<file path="config.mk">
export PLATFORM = sky130hd
export DESIGN_NAME = pc_redirect_sequencer
export DESIGN_NICKNAME = d
export VERILOG_FILES = /design/src/rtl/pc_seq_pkg.sv /design/src/rtl/redirect_arbiter.sv /design/src/rtl/pc_redirect_sequencer.sv
export SDC_FILE = /design/constraint.sdc
export NUM_CORES = 1
export LEC_CHECK = 0
export ABC_AREA = 1
export BUFFER_PORTS_ARGS = -buffer_cell sky130_fd_sc_hd__buf_2
export CAP_MARGIN = 10
export CORE_ASPECT_RATIO = 0.7
export CORE_MARGIN = 5
export CORE_UTILIZATION = 51
export CTS_CLUSTER_DIAMETER = 80
export DETAILED_ROUTE_END_ITERATION = 8
export GPL_ROUTABILITY_DRIVEN = 0
export PLACE_DENSITY_LB_ADDON = 0.05
export RECOVER_POWER = 50
export SLEW_MARGIN = 15
export SYNTH_ARGS = -nofsm -noshare
export SYNTH_HDL_FRONTEND = slang
export SYNTH_SLANG_ARGS = --single-unit
</file>
<file path="constraint.sdc">
create_clock -name clk -period 3.58 [get_ports clk]
set_input_delay 0.716 -clock clk [delete_from_list [all_inputs] [get_ports clk]]
set_output_delay 0.716 -clock clk [all_outputs]
set_load 0.005 [all_outputs]
</file>
<file path="src/rtl/pc_seq_pkg.sv">
// Shared types and constants for the PC redirect sequencer.
// State encoding, redirect source codes, PC step and the default reset PC.
package pc_seq_pkg;

    typedef enum logic [1:0] {
        ST_RUN   = 2'd0,
        ST_FLUSH = 2'd1,
        ST_HALT  = 2'd2
    } state_e;

    typedef enum logic [1:0] {
        SRC_NONE = 2'd0,
        SRC_JAL  = 2'd1,
        SRC_JALR = 2'd2,
        SRC_BR   = 2'd3
    } src_e;

    localparam logic [31:0] PC_STEP          = 32'd4;
    localparam logic [31:0] DEFAULT_RESET_PC = 32'h0000_0000;

endpackage : pc_seq_pkg

</file>
<file path="src/rtl/redirect_arbiter.sv">
// Combinational priority select of redirect targets: branch > JALR > JAL.
// The JALR target always has bit0 cleared. Without PC_MISALIGN_TRAP_EN the
// selected target is also forced word aligned. With the macro defined, bits
// [1:0] pass through so the sequencer can trap on them.
module redirect_arbiter
    import pc_seq_pkg::*;
(
    input  logic        jal_valid_i,
    input  logic [31:0] jal_target_i,
    input  logic        jalr_valid_i,
    input  logic [31:0] jalr_target_i,
    input  logic        br_taken_i,
    input  logic [31:0] br_target_i,
    output logic        redirect_valid,
    output src_e        redirect_src,
    output logic [31:0] redirect_target
);

    logic [31:0] raw_target_s;

    // Pick the oldest redirecting instruction; a same-cycle JAL is on the wrong path.
    always_comb begin
        redirect_valid = 1'b0;
        redirect_src   = SRC_NONE;
        raw_target_s   = 32'h0000_0000;
        if (br_taken_i) begin
            redirect_valid = 1'b1;
            redirect_src   = SRC_BR;
            raw_target_s   = br_target_i;
        end else if (jalr_valid_i) begin
            redirect_valid = 1'b1;
            redirect_src   = SRC_JALR;
            raw_target_s   = jalr_target_i & 32'hFFFF_FFFE;
        end else if (jal_valid_i) begin
            redirect_valid = 1'b1;
            redirect_src   = SRC_JAL;
            raw_target_s   = jal_target_i;
        end else begin
            redirect_valid = 1'b0;
            redirect_src   = SRC_NONE;
            raw_target_s   = 32'h0000_0000;
        end
    end

`ifdef PC_MISALIGN_TRAP_EN
    assign redirect_target = raw_target_s;
`else
    assign redirect_target = raw_target_s & 32'hFFFF_FFFC;
`endif

endmodule : redirect_arbiter

</file>
<file path="src/rtl/pc_redirect_sequencer.sv">
// PC redirect sequencer: owns the fetch PC, arbitrates redirects, inserts a
// one-cycle flush bubble, and handles stall and sticky halt.
// Optional feature macro: PC_MISALIGN_TRAP_EN (trap on misaligned targets,
// adds the misalign_o port).
module pc_redirect_sequencer
    import pc_seq_pkg::*;
#(
    parameter logic [31:0] RESET_PC  = DEFAULT_RESET_PC,
    parameter int          CNT_WIDTH = 16
) (
    input  logic                 clk,
    input  logic                 rst,
    input  logic                 stall_i,
    input  logic                 halt_i,
    input  logic                 jal_valid_i,
    input  logic [31:0]          jal_target_i,
    input  logic                 jalr_valid_i,
    input  logic [31:0]          jalr_target_i,
    input  logic                 br_taken_i,
    input  logic [31:0]          br_target_i,
    output logic [31:0]          pc_o,
    output logic [31:0]          pc_plus4_o,
    output logic                 fetch_valid_o,
    output logic                 flush_o,
    output logic                 halted_o,
`ifdef PC_MISALIGN_TRAP_EN
    output logic                 misalign_o,
`endif
    output logic [CNT_WIDTH-1:0] redirect_cnt_o
);

    localparam logic [CNT_WIDTH-1:0] CNT_MAX = {CNT_WIDTH{1'b1}};
    localparam logic [CNT_WIDTH-1:0] CNT_ONE = {{(CNT_WIDTH-1){1'b0}}, 1'b1};

    state_e               state_r, next_state_s;
    logic [31:0]          pc_r, pc_next_s;
    logic [CNT_WIDTH-1:0] cnt_r, cnt_next_s;
    logic                 fetch_valid_r, flush_r, halted_r;
    logic                 misalign_r, misalign_next_s;

    logic                 redirect_valid_s;
    src_e                 redirect_src_s;
    logic [31:0]          redirect_target_s;
    logic                 redirect_take_s;

    redirect_arbiter u_arbiter (
        .jal_valid_i     (jal_valid_i),
        .jal_target_i    (jal_target_i),
        .jalr_valid_i    (jalr_valid_i),
        .jalr_target_i   (jalr_target_i),
        .br_taken_i      (br_taken_i),
        .br_target_i     (br_target_i),
        .redirect_valid  (redirect_valid_s),
        .redirect_src    (redirect_src_s),
        .redirect_target (redirect_target_s)
    );

    // A redirect is taken only when the valid flag and source code agree.
    assign redirect_take_s = redirect_valid_s && (redirect_src_s != SRC_NONE);

    // Next-state, next-PC, counter and trap-flag decode.
    always_comb begin
        next_state_s    = state_r;
        pc_next_s       = pc_r;
        cnt_next_s      = cnt_r;
        misalign_next_s = misalign_r;
        case (state_r)
            ST_RUN: begin
                if (redirect_take_s) begin
`ifdef PC_MISALIGN_TRAP_EN
                    if (redirect_target_s[1:0] != 2'b00) begin
                        next_state_s    = ST_HALT;
                        misalign_next_s = 1'b1;
                    end else begin
                        next_state_s = ST_FLUSH;
                        pc_next_s    = redirect_target_s;
                        cnt_next_s   = (cnt_r == CNT_MAX) ? cnt_r : cnt_r + CNT_ONE;
                    end
`else
                    next_state_s = ST_FLUSH;
                    pc_next_s    = redirect_target_s;
                    cnt_next_s   = (cnt_r == CNT_MAX) ? cnt_r : cnt_r + CNT_ONE;
`endif
                end else if (halt_i) begin
                    next_state_s = ST_HALT;
                end else if (stall_i) begin
                    pc_next_s = pc_r;
                end else begin
                    pc_next_s = pc_r + PC_STEP;
                end
            end
            ST_FLUSH: begin
                next_state_s = ST_RUN;
            end
            ST_HALT: begin
                next_state_s = ST_HALT;
            end
            default: begin
                next_state_s = ST_HALT;
            end
        endcase
    end

    // State, PC, counter and registered status outputs.
    always_ff @(posedge clk) begin
        if (rst) begin
            state_r       <= ST_RUN;
            pc_r          <= RESET_PC;
            cnt_r         <= {CNT_WIDTH{1'b0}};
            misalign_r    <= 1'b0;
            fetch_valid_r <= 1'b1;
            flush_r       <= 1'b0;
            halted_r      <= 1'b0;
        end else begin
            state_r       <= next_state_s;
            pc_r          <= pc_next_s;
            cnt_r         <= cnt_next_s;
            misalign_r    <= misalign_next_s;
            fetch_valid_r <= (next_state_s == ST_RUN);
            flush_r       <= (next_state_s == ST_FLUSH);
            halted_r      <= (next_state_s == ST_HALT);
        end
    end

    assign pc_o           = pc_r;
    assign pc_plus4_o     = pc_r + PC_STEP;
    assign fetch_valid_o  = fetch_valid_r;
    assign flush_o        = flush_r;
    assign halted_o       = halted_r;
    assign redirect_cnt_o = cnt_r;
`ifdef PC_MISALIGN_TRAP_EN
    assign misalign_o     = misalign_r;
`else
    logic unused_misalign_s;
    assign unused_misalign_s = misalign_r;
`endif

endmodule : pc_redirect_sequencer

</file>
==> impl_table.tex, run 1 <==
\begin{tabular}{lr}
\hline
Metric & Value \\
\hline
\multicolumn{2}{l}{\textbf{Place}} \\
\quad Pre-CTS setup slack & 1.02 ns \\
\quad Dpl cell area & 4820 um\^{}2 \\
\quad Count of port buffers added during placement & 175 \\
\quad Placed wire-length estimate after detailed placement & 10,100 um \\
\multicolumn{2}{l}{\textbf{Synthesis}} \\
\quad Post-synthesis instance area & 3930 um\^{}2 \\
\quad Share of async-settable or async-resettable flops after synthesis & 0\% \\
\quad List of most frequent post-synthesis cells & nand2\_1, a21oi\_1, inv\_1, o21ai\_0, nor2\_1 \\
\quad Unique masters post-synth & 35 \\
\quad Main flop type after synthesis & dfxtp\_1 \\
\quad Dominant cell type by area after synthesis & dfxtp\_1 \\
\quad Yosys warns & 0 \\
\quad Number of instances in the synthesized netlist & 657 \\
\quad Sequential fraction of the synthesis area & 26.0\% \\
\quad Flop and latch count out of synthesis & 51 \\
\quad Most common cell in the netlist & nand2\_1 \\
\quad Post-synth EDFFs & 0 \\
\quad Leading post-synthesis cells by cell area & dfxtp\_1, nand2\_1, a21oi\_1, o21ai\_0, inv\_1 \\
\quad Avg Synthesized Cell Area & 5.99 um\^{}2 \\
\quad Portion of synthesized cell area occupied by the leading cell type & 26.0\% \\
\multicolumn{2}{l}{\textbf{Critical path}} \\
\quad Buffers \& Inverters on Critical Path & 3 \\
\quad Crit. Startpoint & jalr\_valid\_i \\
\quad Crit Path Max Fanout & 32 \\
\quad Worst path top cell family by delay & buffers and inverters \\
\quad Library cell appearing most often on the critical path & nand2\_2 \\
\quad Worst-case reg-to-reg path depth & 10 \\
\quad Critical path type & in2reg \\
\quad Setup crit end & pc\_o[13]\$\_SDFFE\_PP0P\_ \\
\quad Cell depth of the worst setup path & 8 \\
\quad Endpoint kind of the worst setup timing path & register \\
\quad Critical Path Max Stage Delay & 1.07 ns \\
\quad Startpoint class of the critical path & input port \\
\quad Critical R2R Capture & redirect\_cnt\_o[6]\$\_SDFFE\_PP0P\_ \\
\quad Endpoint arrival time on the critical path & 3.22 ns \\
\quad Cell with the biggest individual delay on the critical path & clkbuf\_1 \\
\quad Required @ worst endpoint & 3.82 ns \\
\quad Ordered list of cells on the worst path & clkbuf\_1, nor3\_1, inv\_1, nand2\_2, nand2\_2, buf\_12, o21ai\_0, a21oi\_1 \\
\quad Reg-to-Reg Start & redirect\_cnt\_o[0]\$\_SDFFE\_PP0P\_ \\
\quad Reg2reg setup slack & 1.63 ns \\
\multicolumn{2}{l}{\textbf{Flow run}} \\
\quad Max-cap violations & 1 \\
\multicolumn{2}{l}{\textbf{Drt}} \\
\quad Starting DRT DRC Count & 334 \\
\quad Drt pass-1 iters & 5 \\
\quad Total number of vias & 4,738 \\
\quad Vias per cell & 5.20 \\
\quad Number of antenna-violating nets in the routed design & 0 \\
\quad Routed Wire Length & 13,000 um \\
\quad Routed wire per std cell & 14.2 um \\
\quad Remaining routing DRC violations & 0 \\
\multicolumn{2}{l}{\textbf{CTS}} \\
\quad Root buffer cell & clkbuf\_8 \\
\quad Number of cells upsized or downsized after cts & 0 \\
\quad H-tree depth & 2 \\
\quad Number of CTS-inserted buffers & 5 \\
\quad TritonCTS clock tree & built \\
\quad Hold\_buf cts & 0 \\
\quad Skew-Pair Late Insertion Delay & 0.31 ns \\
\quad Clk slew on worst S/H paths & 0.11 ns \\
\quad Clk buf depth & 2 \\
\quad \# clock sinks & 51 \\
\quad Postcts setup bufs & 0 \\
\multicolumn{2}{l}{\textbf{Die}} \\
\quad Area of the placeable core & 7420 um\^{}2 \\
\quad Initial core utilization & 53.0\% \\
\quad Vertical extent of the die & 83.5 um \\
\quad Die ar. & 9600 um\^{}2 \\
\quad IO Count & 186 \\
\quad Rows & 26 \\
\quad Die Wd & 115 um \\
\multicolumn{2}{l}{\textbf{Power and ir drop}} \\
\quad Portion of total power attributed to combinational logic & 29.4\% \\
\quad Internal power & 983 uW \\
\quad Power per Cell Area & 312 nW/um\^{}2 \\
\quad Reg power frac & 45.5\% \\
\quad Peak supply drop & 0.220 mV \\
\quad Leakage power figure & 2.33 nW \\
\quad Total power after layout & 1.52 mW \\
\quad Switching part of the total & 35.3\% \\
\quad Reported net switching power & 536 uW \\
\quad Clock group share of total power & 25.1\% \\
\multicolumn{2}{l}{\textbf{Global routing}} \\
\quad Antenna violations before repair & 0 \\
\quad Global routing usage summed across all routing layers & 26.0\% \\
\quad Pin count of the biggest net entering global routing & 35 \\
\quad Leftover overflow at the end of global routing & 0 \\
\quad First-pass GRT wire length & 20,800 um \\
\quad Number of global-route vias before repair & 4,404 \\
\multicolumn{2}{l}{\textbf{Timing}} \\
\quad Highest achievable clock rate & 335 MHz \\
\quad Worst slew margin relative to its limit & -0.379\% \\
\quad Hold Vio Cnt, Final & 0 \\
\quad Final-report max-slew violation count & 32 \\
\quad Crit path setup slack, layout & 0.599 ns \\
\quad Final worst path period need & 2.98 ns \\
\quad Worst Max-Slew Pin Slew & 1.51 ns \\
\quad Unrepaired setup endpoints after global routing & false \\
\quad Period utilisation layout & 83.3\% \\
\quad Sum of negative setup slack & 0 ns \\
\quad Worst clock skew & 0.0127 ns \\
\quad Setup-violating endpoint count in the final report & 0 \\
\multicolumn{2}{l}{\textbf{Final layout}} \\
\quad Multi-input gate area & 2500 um\^{}2 \\
\quad Final \#Nets & 918 \\
\quad Final design utilization & 65.6\% \\
\quad Post-Layout Inst Area & 4860 um\^{}2 \\
\quad Diodes inserted & 0 \\
\quad Area overhead of the layout relative to synthesis & 23.6\% \\
\quad Reg area & 1020 um\^{}2 \\
\quad Number of fill cells in the layout & 766 \\
\quad Proportion of layout cells with a drive suffix above 1 & 22.4\% \\
\multicolumn{2}{l}{\textbf{Outcome}} \\
\quad Violations in the final reports & max-capacitance violations, max-slew violations \\
\quad Outcome & finished with violations \\
\multicolumn{2}{l}{\textbf{Hold path}} \\
\quad Path class of the lowest-slack min-delay path & reg2reg \\
\hline
\end{tabular}
==> area by class of cell <==
class	instances	area share [%]
Clock buffer	7	1.98
Clock inverter	1	0.154
Inverter	65	5.02
Multi-Input combinational cell	511	51.3
Sequential cell	51	21.0
Tap cell	98	2.52
Timing Repair Buffer	179	18.0
==> placed cells by master, fill, tap and decap left out <==
cell,synthesis,final
ha_1,2,2
o21ai_0,62,62
clkinvlp_4,0,1
nand3_1,27,27
nor2_1,53,52
nand4_1,5,5
inv_1,62,65
nand2_4,3,3
a22oi_1,1,1
buf_12,0,1
nor2_4,11,11
nor3_2,1,1
conb_1,1,4
o211ai_1,2,2
or2_2,1,1
nand3b_1,5,5
and2_1,9,9
nand2_2,6,6
o21ai_1,1,1
dfxtp_1,51,51
buf_2,12,140
xor2_1,10,10
clkbuf_8,0,7
a31oi_1,6,6
nor3_1,3,4
clkbuf_1,13,35
o21a_1,1,1
a21oi_1,63,64
nand2_1,220,220
nor2_2,2,3
xor2_2,5,5
buf_4,4,3
xnor2_1,6,6
==> cell families (layout without fill, tap and decap cells) <==
group,count (synthesis),count (layout),share of synthesized area [%]
flip-flops,51,51,26.0
other,1,4,0.0953
XOR/XNOR,21,21,5.63
buffers and inverters,98,252,10.6
adder cells (fa/ha/maj),2,2,0.636
AO/OA/AOI/OAI,137,137,18.0
AND/OR/NAND/NOR,347,347,39.2
==> registers in the layout (all words and copies together) (netlist names) <==
register        cells
pc_o               30
state_r             2
redirect_cnt_o     16
halted_o            1
flush_o             1
fetch_valid_o       1
==> worst register-to-register path, delay by kind of cell, from the launching register on <==
kind | cells | cell delay (ns)
AO/OA/AOI/OAI | 2 | 0.25
adder cells (fa/ha/maj) | 1 | 0.21
buffers and inverters | 2 | 0.34
flip-flops | 1 | 0.44
AND/OR/NAND/NOR | 5 | 0.59
==> how the worst min path moves through the flow <==
stage | startpoint | endpoint | slack (ns) | cells past startpoint
after floorplan | state_r[1]$_SDFF_PP0_ | halted_o$_SDFF_PP0_ | 0.45 | 2
after global placement | redirect_cnt_o[9]$_SDFFE_PP0P_ | redirect_cnt_o[9]$_SDFFE_PP0P_ | 0.47 | 2
after detailed placement | state_r[1]$_SDFF_PP0_ | halted_o$_SDFF_PP0_ | 0.48 | 2
after CTS | redirect_cnt_o[9]$_SDFFE_PP0P_ | redirect_cnt_o[9]$_SDFFE_PP0P_ | 0.50 | 2
after global routing | state_r[1]$_SDFF_PP0_ | halted_o$_SDFF_PP0_ | 0.53 | 2
final | redirect_cnt_o[9]$_SDFFE_PP0P_ | redirect_cnt_o[9]$_SDFFE_PP0P_ | 0.50 | 2
==> power groups by stage <==
stage / clock (mW) / sequential, mW / combinational [mW]
2_1_floorplan: 0 / 0.692 / 0.258
3_3_place_gp: 0 / 0.699 / 0.444
3_5_place_dp: 0 / 0.701 / 0.456
4_1_cts: 0.387 / 0.689 / 0.458
5_1_grt: 0.411 / 0.701 / 0.504
6_report: 0.381 / 0.691 / 0.446
==> layer usage <==
| metal | part of all wire, % | global-route usage (%) | up-vias |
|---|---|---|---|
| met5 | 0 | 0 | - |
| met4 | 0.62 | 3.84 | 0 |
| met3 | 8.0 | 4.93 | 8 |
| met2 | 46 | 42.4 | 178 |
| met1 | 46 | 36.3 | 2159 |
| li1 | - | - | 2393 |
==> metrics by stage <==
stage | hold slack [ns] | instances
5_1_grt | 0.527 | 912
2_1_floorplan | 0.451 | 660
3_5_place_dp | 0.483 | 904
3_3_place_gp | 0.470 | 904
4_1_cts | 0.501 | 912
6_report | 0.499 | 912
Power figures use the tool's default switching activity.
==> inputs of run 2 (changes only) <==
--- a/config.mk
+++ b/config.mk
@@ -10,7 +10,7 @@
 export CAP_MARGIN = 10
 export CORE_ASPECT_RATIO = 0.7
 export CORE_MARGIN = 5
-export CORE_UTILIZATION = 51
+export CORE_UTILIZATION = 43
 export CTS_CLUSTER_DIAMETER = 80
 export DETAILED_ROUTE_END_ITERATION = 8
 export GPL_ROUTABILITY_DRIVEN = 0
==> constraint.sdc (replaced) <==
create_clock -name clk -period 2.48 [get_ports clk]
set_input_delay 0.496 -clock clk [delete_from_list [all_inputs] [get_ports clk]]
set_output_delay 0.496 -clock clk [all_outputs]
set_load 0.005 [all_outputs]
==> run 2 against run 1 <==
  * The flow now finishes without violations
  * Setup slack worse by 0.51 ns
  * Non-clock buffer count is 5 higher
  * Worst hold slack worse by 0.0048 ns
  * Clock-buffer cell count is 2 lower
  * Critical endpoint is now pc_plus4_o[21]
  * Via count is 0.74% lower
  * Highest routed layer unchanged
  * Global-route usage is 3.9 points lower
==> impl_table.tex, run 2 (same netlist as run 1, synthesis figures left out) <==
\begin{tabular}{lr}
\hline
Metric & Value \\
\hline
\multicolumn{2}{l}{\textbf{Timing}} \\
\quad Worst clock skew & 0.00297 ns \\
\quad Setup-violating endpoint count in the final report & 0 \\
\quad Highest achievable clock rate & 418 MHz \\
\quad Worst slew margin relative to its limit & 52.9\% \\
\quad Final worst path period need & 2.40 ns \\
\quad Crit path setup slack, layout & 0.0849 ns \\
\quad Tightest hold margin & 0.494 ns \\
\quad Sum of negative setup slack & 0 ns \\
\quad Period utilisation layout & 96.6\% \\
\quad Hold Vio Cnt, Final & 0 \\
\quad Final-report max-slew violation count & 0 \\
\quad Unrepaired setup endpoints after global routing & false \\
\quad Worst Max-Slew Pin Slew & 0.705 ns \\
\multicolumn{2}{l}{\textbf{Power and ir drop}} \\
\quad Total power after layout & 2.34 mW \\
\quad Internal power & 1.54 mW \\
\quad Clock group share of total power & 29.8\% \\
\quad Reg power frac & 42.6\% \\
\quad Peak supply drop & 0.288 mV \\
\quad Reported net switching power & 803 uW \\
\quad Switching part of the total & 34.3\% \\
\quad Power per Cell Area & 471 nW/um\^{}2 \\
\quad Portion of total power attributed to combinational logic & 27.7\% \\
\quad Leakage power figure & 2.35 nW \\
\multicolumn{2}{l}{\textbf{Drt}} \\
\quad Number of antenna-violating nets in the routed design & 0 \\
\quad Vias per cell & 4.99 \\
\quad Routed Wire Length & 12,800 um \\
\quad Total number of vias & 4,703 \\
\quad Drt pass-1 iters & 5 \\
\quad Starting DRT DRC Count & 302 \\
\quad Remaining routing DRC violations & 0 \\
\quad Routed wire per std cell & 13.6 um \\
\multicolumn{2}{l}{\textbf{Place}} \\
\quad Placed wire-length estimate after detailed placement & 10,100 um \\
\quad Pre-CTS setup slack & 0.335 ns \\
\quad Dpl cells & 935 \\
\quad Count of port buffers added during placement & 175 \\
\multicolumn{2}{l}{\textbf{Die}} \\
\quad Die Wd & 124 um \\
\quad Initial core utilization & 43.7\% \\
\quad IO Count & 186 \\
\quad Vertical extent of the die & 90.0 um \\
\quad Die ar. & 11,200 um\^{}2 \\
\quad Rows & 29 \\
\quad Area of the placeable core & 9000 um\^{}2 \\
\multicolumn{2}{l}{\textbf{Critical path}} \\
\quad Worst path top cell family by delay & simple AND/OR/NAND/NOR gates \\
\quad Required @ worst endpoint & 1.98 ns \\
\quad Startpoint class of the critical path & register \\
\quad Cell depth of the worst setup path & 7 \\
\quad Critical Path Max Stage Delay & 0.47 ns \\
\quad Library cell appearing most often on the critical path & nand2\_1 \\
\quad Ordered list of cells on the worst path & nand2\_1, nor2\_1, nand2\_1, nor2\_4, nand3\_1, and2\_1, buf\_2 \\
\quad Buffers \& Inverters on Critical Path & 1 \\
\quad Endpoint kind of the worst setup timing path & output pin \\
\quad Cell with the biggest individual delay on the critical path & dfxtp\_1 \\
\quad Endpoint arrival time on the critical path & 1.90 ns \\
\quad Worst-case reg-to-reg path depth & 10 \\
\quad Critical path type & reg2out \\
\quad Crit Path Max Fanout & 5 \\
\multicolumn{2}{l}{\textbf{CTS}} \\
\quad \# clock sinks & 51 \\
\quad TritonCTS clock tree & built \\
\quad Clk buf depth & 2 \\
\quad H-tree depth & 2 \\
\quad Skew-Pair Late Insertion Delay & 0.29 ns \\
\quad Postcts setup bufs & 0 \\
\quad Hold\_buf cts & 0 \\
\quad Clk slew on worst S/H paths & 0.07 ns \\
\quad Root buffer cell & clkbuf\_16 \\
\quad Number of CTS-inserted buffers & 5 \\
\multicolumn{2}{l}{\textbf{Global routing}} \\
\quad Number of global-route vias before repair & 4,319 \\
\quad First-pass GRT wire length & 21,200 um \\
\quad Pin count of the biggest net entering global routing & 61 \\
\quad Leftover overflow at the end of global routing & 0 \\
\quad Global routing usage summed across all routing layers & 22.1\% \\
\quad Antenna violations before repair & 0 \\
\multicolumn{2}{l}{\textbf{Hold path}} \\
\quad Path class of the lowest-slack min-delay path & reg2reg \\
\quad Hold-critical path depth & 2 \\
\multicolumn{2}{l}{\textbf{Outcome}} \\
\quad Outcome & completed \\
\multicolumn{2}{l}{\textbf{Final layout}} \\
\quad Number of flip-flops in the largest register & 30 \\
\quad Diodes inserted & 0 \\
\quad Proportion of layout cells with a drive suffix above 1 & 22.7\% \\
\quad Non-filler instance count after layout & 943 \\
\quad Commonest non-fill, non-tap cell in the layout & nand2\_1 \\
\quad Area overhead of the layout relative to synthesis & 26.2\% \\
\quad Final \#Nets & 923 \\
\quad Highest-count cells in the layout ignoring fill and taps & nand2\_1, buf\_2, inv\_1, a21oi\_1, o21ai\_0 \\
\multicolumn{2}{l}{\textbf{Flow run}} \\
\quad Max-cap violations & 0 \\
\hline
\end{tabular}
run 2: layout make-up:
type	instances	area (um^2)
Fill cell	980	4030
Clock inverter	3	20.0
Timing Repair Buffer	184	891
Multi-Input combinational cell	511	2510
Tap cell	124	155
Sequential cell	51	1020
Inverter	65	244
Clock buffer	5	125
run 2: stage by stage:
stage                     utilization, %  instance area [um^2]
after floorplan                        -                  3950
after global placement              54.2                  4870
after detailed placement            54.2                  4870
after CTS                           55.8                  5020
after global routing                55.2                  4960
final                               55.2                  4960
run 2: layer usage:
layer	GRT usage (%)	up-vias	part of all wire [%]
met5	0	-	0
met4	3.38	0	0.72
met3	4.68	8	6.8
met2	34.8	158	43
met1	31.7	2144	50
li1	-	2393	-
run 2: worst paths after layout:
path / slack (ns) / start / to
setup / recovery: 0.08 / pc_o[15]$_SDFFE_PP0P_ / pc_plus4_o[21]
hold / removal: 0.49 / redirect_cnt_o[9]$_SDFFE_PP0P_ / redirect_cnt_o[9]$_SDFFE_PP0P_
hold reg to reg: 0.49 / redirect_cnt_o[9]$_SDFFE_PP0P_ / redirect_cnt_o[9]$_SDFFE_PP0P_
setup reg to reg: 0.70 / redirect_cnt_o[0]$_SDFFE_PP0P_ / redirect_cnt_o[6]$_SDFFE_PP0P_
run 2: power by group through the flow:
stage	Combinational [mW]	Clock (mW)	Sequential, mW
final	0.648	0.696	0.995
after global routing	0.734	0.755	1.01
after CTS	0.671	0.718	0.991
after detailed placement	0.666	0	1.01
after global placement	0.658	0	1.00
after floorplan	0.372	0	0.999
run 2: what timing repair did:
item,CTS,global route
setup endpoints to repair,0,8
resized for setup,0,4
endpoints found under the hold margin,0,0
run 2: worst register-to-register path: cells and delay by family (launching register included):
| kind | cells | cell delay [ns] |
|---|---|---|
| simple gates | 5 | 0.58 |
| flops | 1 | 0.43 |
| buf+inv | 2 | 0.24 |
| compound gates | 2 | 0.20 |
| fa+ha+maj | 1 | 0.22 |
==> inputs of run 3 (changes only) <==
--- a/config.mk
+++ b/config.mk
@@ -14,6 +14,7 @@
 export CTS_CLUSTER_DIAMETER = 80
 export DETAILED_ROUTE_END_ITERATION = 8
 export GPL_ROUTABILITY_DRIVEN = 0
+export MAX_ROUTING_LAYER = met4
 export PLACE_DENSITY_LB_ADDON = 0.05
 export RECOVER_POWER = 50
 export SLEW_MARGIN = 15
==> run 3 against run 2 <==
  * Sequential power about the same
  * Clock skew up 0.0019 ns
  * Combinational power about the same
==> impl_table.tex, run 3 (same netlist as run 1, synthesis figures left out) <==
\begin{tabular}{lr}
\hline
Metric & Value \\
\hline
\multicolumn{2}{l}{\textbf{Drt}} \\
\quad Starting DRT DRC Count & 319 \\
\quad Vias per cell & 4.98 \\
\quad Routed Wire Length & 12,800 um \\
\quad Routed wire per std cell & 13.6 um \\
\quad Remaining routing DRC violations & 0 \\
\quad Drt pass-1 iters & 6 \\
\quad Number of antenna-violating nets in the routed design & 0 \\
\quad Total number of vias & 4,700 \\
\multicolumn{2}{l}{\textbf{Critical path}} \\
\quad Startpoint class of the critical path & register \\
\quad Endpoint arrival time on the critical path & 1.91 ns \\
\quad Reg2reg setup slack & 0.70 ns \\
\quad Crit. Startpoint & pc\_o[15]\$\_SDFFE\_PP0P\_ \\
\quad Critical path type & reg2out \\
\quad Crit Path Max Fanout & 5 \\
\quad Required @ worst endpoint & 1.98 ns \\
\quad Reg-to-Reg Start & redirect\_cnt\_o[0]\$\_SDFFE\_PP0P\_ \\
\quad Endpoint kind of the worst setup timing path & output pin \\
\quad Worst-case reg-to-reg path depth & 10 \\
\multicolumn{2}{l}{\textbf{Final layout}} \\
\quad Number of fill cells in the layout & 980 \\
\quad Final \#Nets & 923 \\
\quad Multi-input gate area & 2510 um\^{}2 \\
\quad Area overhead of the layout relative to synthesis & 26.2\% \\
\quad Reg area & 1020 um\^{}2 \\
\quad Number of flip-flops in the largest register & 30 \\
\quad Commonest non-fill, non-tap cell in the layout & nand2\_1 \\
\quad Final design utilization & 55.2\% \\
\quad Diodes inserted & 0 \\
\quad Highest-count cells in the layout ignoring fill and taps & nand2\_1, buf\_2, inv\_1, a21oi\_1, o21ai\_0 \\
\quad Proportion of layout cells with a drive suffix above 1 & 22.7\% \\
\multicolumn{2}{l}{\textbf{Global routing}} \\
\quad Pin count of the biggest net entering global routing & 61 \\
\quad Global routing usage summed across all routing layers & 22.8\% \\
\quad Antenna violations before repair & 0 \\
\quad Number of global-route vias before repair & 4,320 \\
\quad Leftover overflow at the end of global routing & 0 \\
\quad First-pass GRT wire length & 21,200 um \\
\multicolumn{2}{l}{\textbf{Die}} \\
\quad Initial core utilization & 43.7\% \\
\quad Area of the placeable core & 9000 um\^{}2 \\
\quad Vertical extent of the die & 90.0 um \\
\quad Rows & 29 \\
\quad Die Wd & 124 um \\
\quad IO Count & 186 \\
\quad Die ar. & 11,200 um\^{}2 \\
\multicolumn{2}{l}{\textbf{CTS}} \\
\quad Clk slew on worst S/H paths & 0.07 ns \\
\quad TritonCTS clock tree & built \\
\quad Clk buf depth & 2 \\
\quad \# clock sinks & 51 \\
\quad Skew-Pair Late Insertion Delay & 0.29 ns \\
\quad H-tree depth & 2 \\
\quad Number of CTS-inserted buffers & 5 \\
\quad Hold\_buf cts & 0 \\
\quad Root buffer cell & clkbuf\_16 \\
\multicolumn{2}{l}{\textbf{Flow run}} \\
\quad Max-cap violations & 0 \\
\multicolumn{2}{l}{\textbf{Power and ir drop}} \\
\quad Power per Cell Area & 472 nW/um\^{}2 \\
\quad Leakage power figure & 2.35 nW \\
\quad Peak supply drop & 0.289 mV \\
\multicolumn{2}{l}{\textbf{Timing}} \\
\quad Sum of negative setup slack & 0 ns \\
\quad Worst slew margin relative to its limit & 53.1\% \\
\quad Worst Max-Slew Pin Slew & 0.703 ns \\
\quad Final-report max-slew violation count & 0 \\
\quad Period utilisation layout & 96.9\% \\
\quad Final worst path period need & 2.40 ns \\
\quad Hold Vio Cnt, Final & 0 \\
\quad Worst clock skew & 0.00490 ns \\
\quad Setup-violating endpoint count in the final report & 0 \\
\quad Highest achievable clock rate & 416 MHz \\
\quad Unrepaired setup endpoints after global routing & false \\
\multicolumn{2}{l}{\textbf{Hold path}} \\
\quad Beginning of the worst hold path & redirect\_cnt\_o[9]\$\_SDFFE\_PP0P\_ \\
\quad Hold-critical path depth & 2 \\
\quad Path class of the lowest-slack min-delay path & reg2reg \\
\multicolumn{2}{l}{\textbf{Place}} \\
\quad Placed wire-length estimate after detailed placement & 10,100 um \\
\quad Count of port buffers added during placement & 175 \\
\multicolumn{2}{l}{\textbf{Outcome}} \\
\quad Outcome & completed \\
\hline
\end{tabular}
run 3: what timing repair did:
action / CTS / global route
resized for setup: 0 / 4
setup buffers: 0 / 0
endpoints found under the setup margin: 0 / 8
run 3: per-stage QoR:
step / setup slack (ns) / cells / area [um^2] / hold slack, ns / power, mW
after floorplan: 0.648 / 660 / 3950 / 0.451 / 1.37
after global placement: 0.376 / 935 / 4870 / 0.465 / 1.66
after detailed placement: 0.335 / 935 / 4870 / 0.476 / 1.67
after CTS: 0.0141 / 943 / 5020 / 0.488 / 2.38
after global routing: 0.00904 / 943 / 4960 / 0.507 / 2.50
final: 0.0771 / 943 / 4960 / 0.492 / 2.34
run 3: worst max-delay path, stage by stage (launching register included):
cell	delay (ns)
dfxtp_1	0.48
nand2_1	0.17
nor2_1	0.23
nand2_1	0.12
nor2_4	0.19
nand3_1	0.12
and2_1	0.18
buf_2	0.12
run 3: metal layers:
layer  GRT usage (%)  share of wire [%]  up-vias  wire (um)
met5               -                  0        -          0
met4            3.38               0.74        0         95
met1            32.0                 50     2140       6420
met3            4.32                6.7        8        864
li1                -                  -     2393          -
met2            34.8                 42      159       5450
run 3: final timing paths:
check | end
worst max register to register | redirect_cnt_o[6]$_SDFFE_PP0P_
worst max-delay path | pc_plus4_o[21]
worst min-delay path | redirect_cnt_o[9]$_SDFFE_PP0P_
worst min register to register | redirect_cnt_o[9]$_SDFFE_PP0P_
run 3: where the power goes:
group          total (mW)  switching [mW]  internal [mW]
logic               0.646           0.377          0.270
registers           0.995           0.102          0.893
clock network       0.702           0.329          0.373
run 3: final cells by class:
type,instances,area share [%]
tap,124,3.13
sequential,51,20.6
multi-input combinational,511,50.5
timing repair buffer,184,17.9
clock inverter,3,0.403
inverter,65,4.91
clock buffer,5,2.52
